[config.mk]
export PLATFORM = sky130hd
export DESIGN_NAME = board_port_arbiter_flat
export DESIGN_NICKNAME = d
export VERILOG_FILES = /design/src/rtl/board_port_if.sv /design/src/rtl/board_port_arbiter.sv /design/src/flat_wrapper.sv
export SDC_FILE = /design/constraint.sdc
export NUM_CORES = 1
export LEC_CHECK = 0
export CAP_MARGIN = 20
export CORE_MARGIN = 2
export CORE_UTILIZATION = 35
export CTS_CLUSTER_SIZE = 10
export DETAILED_ROUTE_END_ITERATION = 10
export HOLD_SLACK_MARGIN = 0.1
export PLACE_DENSITY = 0.85
export SKIP_CTS_REPAIR_TIMING = 1
export SLEW_MARGIN = 20
export SYNTH_ARGS = -nofsm -noshare
export SYNTH_HDL_FRONTEND = slang
export SYNTH_SLANG_ARGS = --single-unit
[constraint.sdc]
create_clock -name clk -period 2.2 [get_ports clk]
set_input_delay 0.22 -clock clk [delete_from_list [all_inputs] [get_ports clk]]
set_output_delay 0.22 -clock clk [all_outputs]
set_load 0.05 [all_outputs]
[src/rtl/board_port_if.sv]
// Board RAM port bundle: display, engine and editor requesters plus the RAM side.
// The arbiter takes the slave view, the requesters/RAM model take the master view.
interface board_port_if #(
    parameter int ADDR_W = 11
);
    logic              disp_req;
    logic [ADDR_W-1:0] disp_addr;
    logic              disp_rvalid;
    logic              disp_rdata;

    logic              eng_req;
    logic              eng_we;
    logic              eng_lock;
    logic [ADDR_W-1:0] eng_addr;
    logic              eng_wdata;
    logic              eng_gnt;
    logic              eng_rvalid;
    logic              eng_rdata;
    logic              eng_starved;

    logic              ed_req;
    logic              ed_we;
    logic [ADDR_W-1:0] ed_addr;
    logic              ed_wdata;
    logic              ed_gnt;
    logic              ed_rvalid;
    logic              ed_rdata;

    logic              mem_en;
    logic              mem_we;
    logic [ADDR_W-1:0] mem_addr;
    logic              mem_wdata;
    logic              mem_rdata;

    modport slave (
        input  disp_req, disp_addr,
        input  eng_req, eng_we, eng_lock, eng_addr, eng_wdata,
        input  ed_req, ed_we, ed_addr, ed_wdata,
        input  mem_rdata,
        output disp_rvalid, disp_rdata,
        output eng_gnt, eng_rvalid, eng_rdata, eng_starved,
        output ed_gnt, ed_rvalid, ed_rdata,
        output mem_en, mem_we, mem_addr, mem_wdata
    );

    modport master (
        output disp_req, disp_addr,
        output eng_req, eng_we, eng_lock, eng_addr, eng_wdata,
        output ed_req, ed_we, ed_addr, ed_wdata,
        output mem_rdata,
        input  disp_rvalid, disp_rdata,
        input  eng_gnt, eng_rvalid, eng_rdata, eng_starved,
        input  ed_gnt, ed_rvalid, ed_rdata,
        input  mem_en, mem_we, mem_addr, mem_wdata
    );
endinterface

[src/rtl/board_port_arbiter.sv]
// Single-port board RAM arbiter: display first, then locked engine,
// then starved engine, then engine/editor round-robin.
module board_port_arbiter #(
    parameter int ADDR_W     = 11,
    parameter int STARVE_LIM = 64
) (
    input logic clk,
    input logic rst_n,
    board_port_if.slave bus
);

    localparam logic [1:0] OWN_NONE = 2'd0;
    localparam logic [1:0] OWN_DISP = 2'd1;
    localparam logic [1:0] OWN_ENG  = 2'd2;
    localparam logic [1:0] OWN_ED   = 2'd3;
    localparam logic [7:0] LIM      = 8'(STARVE_LIM);

    logic       rr_q, rr_d;
    logic       lock_q, lock_d;
    logic [7:0] cnt_q, cnt_d;
    logic [1:0] own_q, own_d;

    logic              starved;
    logic              eng_win;
    logic              ed_win;
    logic              rr_win;
    logic              en_c;
    logic              we_c;
    logic [ADDR_W-1:0] addr_c;
    logic              wdata_c;

    assign starved = (cnt_q >= LIM);

    // Grant resolution; rr_q=0 prefers the engine.
    always_comb begin
        eng_win = 1'b0;
        ed_win  = 1'b0;
        rr_win  = 1'b0;
        if (!bus.disp_req) begin
            if (lock_q && bus.eng_req) begin
                eng_win = 1'b1;
            end else if (starved && bus.eng_req) begin
                eng_win = 1'b1;
            end else if (bus.eng_req && bus.ed_req) begin
                rr_win  = 1'b1;
                eng_win = !rr_q;
                ed_win  = rr_q;
            end else if (bus.eng_req) begin
                rr_win  = 1'b1;
                eng_win = 1'b1;
            end else if (bus.ed_req) begin
                rr_win  = 1'b1;
                ed_win  = 1'b1;
            end
        end
    end

    always_comb begin
        we_c    = 1'b0;
        addr_c  = '0;
        wdata_c = 1'b0;
        if (bus.disp_req) begin
            addr_c = bus.disp_addr;
        end else if (eng_win) begin
            we_c    = bus.eng_we;
            addr_c  = bus.eng_addr;
            wdata_c = bus.eng_wdata;
        end else if (ed_win) begin
            we_c    = bus.ed_we;
            addr_c  = bus.ed_addr;
            wdata_c = bus.ed_wdata;
        end
    end

    assign en_c = rst_n && (bus.disp_req || eng_win || ed_win);

    assign bus.mem_en    = en_c;
    assign bus.mem_we    = en_c && we_c;
    assign bus.mem_addr  = addr_c;
    assign bus.mem_wdata = wdata_c;
    assign bus.eng_gnt   = rst_n && eng_win;
    assign bus.ed_gnt    = rst_n && ed_win;

    // A lock survives display cycles untouched and is re-evaluated on free ones.
    always_comb begin
        lock_d = bus.disp_req ? lock_q : (eng_win && bus.eng_lock);
        rr_d   = rr_win ? eng_win : rr_q;
        cnt_d  = cnt_q;
        if (eng_win) begin
            cnt_d = 8'd0;
        end else if (bus.eng_req && cnt_q != 8'hFF) begin
            cnt_d = cnt_q + 8'd1;
        end
        own_d = OWN_NONE;
        if (!we_c) begin
            if (bus.disp_req) begin
                own_d = OWN_DISP;
            end else if (eng_win) begin
                own_d = OWN_ENG;
            end else if (ed_win) begin
                own_d = OWN_ED;
            end
        end
    end

    always_ff @(posedge clk or negedge rst_n) begin
        if (!rst_n) begin
            rr_q   <= 1'b0;
            lock_q <= 1'b0;
            cnt_q  <= 8'd0;
            own_q  <= OWN_NONE;
        end else begin
            rr_q   <= rr_d;
            lock_q <= lock_d;
            cnt_q  <= cnt_d;
            own_q  <= own_d;
        end
    end

    assign bus.disp_rvalid = (own_q == OWN_DISP);
    assign bus.eng_rvalid  = (own_q == OWN_ENG);
    assign bus.ed_rvalid   = (own_q == OWN_ED);
    assign bus.disp_rdata  = bus.mem_rdata;
    assign bus.eng_rdata   = bus.mem_rdata;
    assign bus.ed_rdata    = bus.mem_rdata;
    assign bus.eng_starved = starved;

endmodule

[src/flat_wrapper.sv]
// flat-port wrapper written by rule: the top's interface ports become plain ports
module board_port_arbiter_flat 
#(
    parameter int ADDR_W     = 11,
    parameter int STARVE_LIM = 64
)
  (clk, rst_n, bus_disp_req, bus_disp_addr, bus_eng_req, bus_eng_we, bus_eng_lock, bus_eng_addr, bus_eng_wdata, bus_ed_req, bus_ed_we, bus_ed_addr, bus_ed_wdata, bus_mem_rdata, bus_disp_rvalid, bus_disp_rdata, bus_eng_gnt, bus_eng_rvalid, bus_eng_rdata, bus_eng_starved, bus_ed_gnt, bus_ed_rvalid, bus_ed_rdata, bus_mem_en, bus_mem_we, bus_mem_addr, bus_mem_wdata);
  board_port_if #(.ADDR_W(ADDR_W)) bus_i ();
  input logic clk;
  input logic rst_n;
  input wire logic [$bits(bus_i.disp_req)-1:0] bus_disp_req;
  input wire logic [$bits(bus_i.disp_addr)-1:0] bus_disp_addr;
  input wire logic [$bits(bus_i.eng_req)-1:0] bus_eng_req;
  input wire logic [$bits(bus_i.eng_we)-1:0] bus_eng_we;
  input wire logic [$bits(bus_i.eng_lock)-1:0] bus_eng_lock;
  input wire logic [$bits(bus_i.eng_addr)-1:0] bus_eng_addr;
  input wire logic [$bits(bus_i.eng_wdata)-1:0] bus_eng_wdata;
  input wire logic [$bits(bus_i.ed_req)-1:0] bus_ed_req;
  input wire logic [$bits(bus_i.ed_we)-1:0] bus_ed_we;
  input wire logic [$bits(bus_i.ed_addr)-1:0] bus_ed_addr;
  input wire logic [$bits(bus_i.ed_wdata)-1:0] bus_ed_wdata;
  input wire logic [$bits(bus_i.mem_rdata)-1:0] bus_mem_rdata;
  output wire logic [$bits(bus_i.disp_rvalid)-1:0] bus_disp_rvalid;
  output wire logic [$bits(bus_i.disp_rdata)-1:0] bus_disp_rdata;
  output wire logic [$bits(bus_i.eng_gnt)-1:0] bus_eng_gnt;
  output wire logic [$bits(bus_i.eng_rvalid)-1:0] bus_eng_rvalid;
  output wire logic [$bits(bus_i.eng_rdata)-1:0] bus_eng_rdata;
  output wire logic [$bits(bus_i.eng_starved)-1:0] bus_eng_starved;
  output wire logic [$bits(bus_i.ed_gnt)-1:0] bus_ed_gnt;
  output wire logic [$bits(bus_i.ed_rvalid)-1:0] bus_ed_rvalid;
  output wire logic [$bits(bus_i.ed_rdata)-1:0] bus_ed_rdata;
  output wire logic [$bits(bus_i.mem_en)-1:0] bus_mem_en;
  output wire logic [$bits(bus_i.mem_we)-1:0] bus_mem_we;
  output wire logic [$bits(bus_i.mem_addr)-1:0] bus_mem_addr;
  output wire logic [$bits(bus_i.mem_wdata)-1:0] bus_mem_wdata;
  assign bus_i.disp_req = bus_disp_req;
  assign bus_i.disp_addr = bus_disp_addr;
  assign bus_i.eng_req = bus_eng_req;
  assign bus_i.eng_we = bus_eng_we;
  assign bus_i.eng_lock = bus_eng_lock;
  assign bus_i.eng_addr = bus_eng_addr;
  assign bus_i.eng_wdata = bus_eng_wdata;
  assign bus_i.ed_req = bus_ed_req;
  assign bus_i.ed_we = bus_ed_we;
  assign bus_i.ed_addr = bus_ed_addr;
  assign bus_i.ed_wdata = bus_ed_wdata;
  assign bus_i.mem_rdata = bus_mem_rdata;
  assign bus_disp_rvalid = bus_i.disp_rvalid;
  assign bus_disp_rdata = bus_i.disp_rdata;
  assign bus_eng_gnt = bus_i.eng_gnt;
  assign bus_eng_rvalid = bus_i.eng_rvalid;
  assign bus_eng_rdata = bus_i.eng_rdata;
  assign bus_eng_starved = bus_i.eng_starved;
  assign bus_ed_gnt = bus_i.ed_gnt;
  assign bus_ed_rvalid = bus_i.ed_rvalid;
  assign bus_ed_rdata = bus_i.ed_rdata;
  assign bus_mem_en = bus_i.mem_en;
  assign bus_mem_we = bus_i.mem_we;
  assign bus_mem_addr = bus_i.mem_addr;
  assign bus_mem_wdata = bus_i.mem_wdata;
  board_port_arbiter #(.ADDR_W(ADDR_W), .STARVE_LIM(STARVE_LIM)) u_core (.clk(clk), .rst_n(rst_n), .bus(bus_i));
endmodule
# [Word level (Yosys, flattened, before mapping)]
# Cells that the tools add are included.
[totals] output_inout_bits=23 ff_bits=12
[op_classes] n_addsub=1 muxes=31 n_reduce_logical=13 n_eq_ne=4 order_cmp=1
[ops] op="$mux W11" count=3
[ops] op="$mux W1" count=22
[ops] op="$mux W8" count=2
[ops] op="$logic_and A1 B1 Y1" count=9
[ops] op="$add A8 B1 Y8 const B" count=1
[ops] op="$ge A8 B7 Y1 const B" count=1
[ops] op="$mux W2" count=4
[ops] op="$ne A8 B8 Y1 const B" count=1
[ops] op="$eq A2 B2 Y1 const B" count=2
[ops] op="$eq A2 B1 Y1 const B" count=1
[ops] op="$logic_or A1 B1 Y1" count=2
[ops] op="$reduce_bool A2 Y1" count=1
[ops] op="$logic_not A1 Y1" count=1

# [Longest topological paths before layout]
# Gate-level depths: netlist of run 1.
[depth] depth_word=10 depth_mapped=6 depth_no_buf=5

# [Worst setup path before layout of run 1]
# No wires, ideal clock.
[synth_timing] path_type="reg2out" from="register u_core.cnt_q[7]" to="output bus_mem_we" setup_slack_ps=-345 path_buffers=0 t_arrival_ps=2325 stages_incl_launch_ff=5 cell_sequence="dfrtp_1 > or4b_4 > nand2_1 > a32oi_1 > nor3b_1"
[synth_via] elab_chain_cells=9 word_cells_on_any_way=15 classes_between="order compare: 1; mux: 9; reduce/logical: 5"
[synth_rtl] element="from (decl)" line_no="board_port_arbiter.sv:20" text="logic [7:0] cnt_q, cnt_d;"
[synth_rtl] element="from (signal assigned)" line_no="board_port_arbiter.sv:115" text="cnt_q <= cnt_d;"
[synth_rtl] element="$ge A8 B7 Y1 (*)" line_no="board_port_arbiter.sv:32" text="assign starved = (cnt_q >= LIM);"
[synth_rtl] element="$logic_and A1 B1 Y1 (*)" line_no="board_port_arbiter.sv:42" text="end else if (starved && bus.eng_req) begin"
[synth_rtl] element="$mux W1" line_no="board_port_arbiter.sv:42"
[synth_rtl] element="$mux W1" line_no="board_port_arbiter.sv:40" text="if (lock_q && bus.eng_req) begin"
[synth_rtl] element="$mux W1" line_no="board_port_arbiter.sv:39" text="if (!bus.disp_req) begin"
[synth_rtl] element="$mux W1 / $logic_or A1 B1 Y1 (equally long branches)" line_no="board_port_arbiter.sv:68, board_port_arbiter.sv:75"
[synth_rtl] element="$mux W1 / $logic_or A1 B1 Y1 (equally long branches)" line_no="board_port_arbiter.sv:64, board_port_arbiter.sv:75"
[synth_rtl] element="$mux W1 / $logic_and A1 B1 Y1 (equally long branches)" line_no="board_port_arbiter.sv:62, board_port_arbiter.sv:75"
[synth_rtl] element="$logic_and A1 B1 Y1 (*)" line_no="board_port_arbiter.sv:78" text="assign bus.mem_we = en_c && we_c;"
[synth_rtl] element="to (decl)" line_no="flat_wrapper.sv:33" text="output wire logic [$bits(bus_i.mem_we)-1:0] bus_mem_we;"
# Mark *: on every way between the ends. The rest lies on a longest branch, timed or not.

# [Final worst setup path of run 1]
[layout_timing] from="register u_core.cnt_q[7]" to="output bus_mem_addr[10]"
[layout_via] elab_chain_cells=8 word_cells_on_any_way=11 classes_between="order compare: 1; mux: 9; reduce/logical: 1"
[layout_rtl] element="$ge A8 B7 Y1 (*)" line_no="board_port_arbiter.sv:32"
[layout_rtl] element="$logic_and A1 B1 Y1 (*)" line_no="board_port_arbiter.sv:42"
[layout_rtl] element="$mux W1" line_no="board_port_arbiter.sv:42"
[layout_rtl] element="$mux W1" line_no="board_port_arbiter.sv:40"
[layout_rtl] element="$mux W1" line_no="board_port_arbiter.sv:39"
[layout_rtl] element="$mux W11" line_no="board_port_arbiter.sv:68" text="end else if (ed_win) begin"
[layout_rtl] element="$mux W11 (*)" line_no="board_port_arbiter.sv:64" text="end else if (eng_win) begin"
[layout_rtl] element="$mux W11 (*)" line_no="board_port_arbiter.sv:62" text="if (bus.disp_req) begin"
[layout_rtl] element="to (decl)" line_no="flat_wrapper.sv:34" text="output wire logic [$bits(bus_i.mem_addr)-1:0] bus_mem_addr;"
# Marked as above.

==> impl_metrics.tcl, run 1 <==
set metrics [dict create \
    dp_hpwl_mm 2.32 \
    slew_headroom_pct 65.1 \
    firstDrtPassIters 4 \
    postSynthCellCount 104 \
    ys_seq_area_share_pct 31.3 \
    outcome "finished, violations left" \
    critPathLaunchType "flip-flop" \
    critPathRequiredTime_ns 1.98 \
    synth_area_leader_cell "dfrtp_1" \
    wl_per_cell_um 15.4 \
    critPathKind "reg -> out" \
    route.detailed.drc 0 \
    fin_worst_skew_ns 0.00140 \
    worst_pin_slew_ns 0.510 \
    fin_nets 216 \
    fin_crit_ns 2.24 \
    synth_most_common_cell "dfrtp_1" \
    layout_setup_ws_ns -0.0366 \
    place_congestion 0.842 \
    die_y_um 56.4 \
    pin_count 67 \
    yosysWarnings 0 \
    synth_common_cells "12 x dfrtp_1, 8 x a21o_2, 8 x a22o_2, 8 x nor2_1" \
    cts_tree "done" \
    syn_to_final_growth_pct 90.0 \
    io_buffers 62 \
    worst_skew_pair.late_latency_ns 0.29 \
    slew_violations 0 \
    async_flop_share_pct 100 \
    dieArea_sq_um 3180 \
    finalPower_mw 0.958 \
    critPathMaxFanout 14 \
    clock-sinks 12 \
    critPathArrivalTime_ns 2.02 \
    synth_area_sq_um 961 \
    violations "setup timing" \
    synth_ff_type "dfrtp_1" \
    holdCritPathClass "in -> async" \
    ys_types 39 \
    fp.coreArea_sq_um 2540 \
    cts_buffers 3 \
    worst_ir_drop_vdd_mv 0.476 \
    die_x_um 56.4 \
    syn-num-nets 149 \
    clkTransAtPathRegs_ns 0.07 \
    placed_cell_area_sq_um 1760 \
    num_vias 1110 \
    maxCapViolCount 0 \
    avgSynthCellArea_sq_um 9.24 \
    grt_max_degree 19 \
    drtAntennaViolNets 0 \
    grt_pass1_wl_mm 4.86 \
    first_iter_violations 30 \
    track_usage_pct 19.5 \
    layout-drive-gt1-share_pct 31.4 \
    antenna_found_initial 0 \
    setup_violations 6 \
    grt_pass1_vias 1094 \
    synth_edf_count 0 \
    dp_slack_ns 0.0730 \
    start_util_pct 37.8 \
    cts_max_level 1 \
    max_freq_mhz 447 \
    synth.area.top_cells "dfrtp_1 31%, a22o_2 8.3%, a21o_2 7.3%" \
    critPathCaptureType "output pin" \
    post_drt_via_cell_ratio 5.58 \
    fin_area_sq_um 1830 \
    ys_ff_latch 12 \
    synth_top_area_share_pct 31.3 \
    pwr_density_cell_nw_per_um2 525 \
    rsz0062_at_grt "true" \
    wl_mm 3.07 \
    antennaDiodeCount 0 \
    hold_violations 0 \
    ctsLongestPathBuffers 2 \
    cts-root-buf "clkbuf_4" \
    leakage_nw 0.811 \
    grt_overflow 0 \
    rows 18 \
    finalCritPeriodShare_pct 102 \
]
## final timing paths
path | slack, ns | endpoint | cells past startpoint | startpoint
max | -0.04 | bus_mem_addr[10] | 6 | u_core.cnt_q[7]$_DFFE_PN0P_
min | 0.27 | u_core.own_q[0]$_DFF_PN0_ | 2 | rst_n
max reg2reg | 0.39 | u_core.cnt_q[7]$_DFFE_PN0P_ | 5 | u_core.cnt_q[0]$_DFFE_PN0P_
min reg2reg | 0.57 | u_core.lock_q$_DFFE_PN0N_ | 1 | u_core.lock_q$_DFFE_PN0N_
max in group asynchronous | 1.75 | u_core.cnt_q[6]$_DFFE_PN0P_ | 2 | rst_n
min in group clk | 0.44 | bus_disp_rdata | 0 | bus_mem_rdata
## routing by layer
layer	track usage, %	part of all wire (%)
met1	21.7	39
met2	36.1	50
met3	3.69	8.7
met4	7.48	1.7
met5	0	0
## layout make-up
type | count | area (sq um)
fill | 187 | 719
tap | 30 | 37.5
sequential | 12 | 303
clock buffer | 3 | 22.5
timing repair buffer | 71 | 861
inverter | 3 | 11.3
multi-input combinational | 80 | 591
## placed cells by master, fill, tap and decap left out, types with 2 or more instances in the layout
cell,count
a21o_2,8
a21oi_1,3
clkdlybuf4s50_1,46
clkbuf_4,3
nor2_1,8
xnor2_1,2
mux2i_1,2
a22o_1,5
dfrtp_1,10
dfrtp_2,2
nor3_1,4
buf_12,17
nor2b_1,3
a31oi_1,2
nand4_1,2
inv_1,3
a21o_1,4
and2_1,2
nand2_1,5
a211oi_1,2
a22o_2,8
buf_4,8
## metrics by stage
stage | hold WS (ns) | TNS (ns) | instances | utilization [%]
6_report | 0.270 | -0.0972 | 199 | 71.7
4_1_cts | 0.275 | -2.86 | 195 | 70.0
3_3_place_gp | 0.441 | 0 | 192 | 69.1
3_5_place_dp | 0.441 | 0 | 192 | 69.1
2_1_floorplan | -0.0756 | 0 | 104 | -
5_1_grt | 0.300 | -0.550 | 199 | 71.7
## worst max-delay path, cell delays in order (launching register included)
cell and delay [ns]:
dfrtp_2 0.42, or4b_4 0.57, a21oi_4 0.17, buf_12 0.15, a22o_1 0.14, a21o_1 0.13
buf_12 0.14
## flip-flops by register name, indices dropped and copies added, names as in the netlist
register	count
u_core.rr_q	1
u_core.cnt_q	8
u_core.lock_q	1
u_core.own_q	2
## where the power goes
part | switching (mW) | total [mW] | leakage [nW] | internal [mW]
clock network | 0.0787 | 0.143 | 0.0138 | 0.0638
logic | 0.240 | 0.510 | 0.643 | 0.270
registers | 0.0472 | 0.305 | 0.154 | 0.258
total | 0.366 | 0.958 | 0.811 | 0.592
## logic make-up after synthesis
logic type,count (synthesis),synth area share [%]
mux,2,2.08
simple gates,35,20.3
fa+ha+maj,1,1.30
compound gates,39,34.5
xor+xnor,3,2.73
flops,12,31.3
buf+inv,12,7.81
No activity file was read; power rests on OpenSTA's default activity.
==> run 2, diff against run 1 <==
- CAP_MARGIN: 20 -> default
==> results of run 2 <==
Final layout, timing and power as in run 1 (identical DEF).
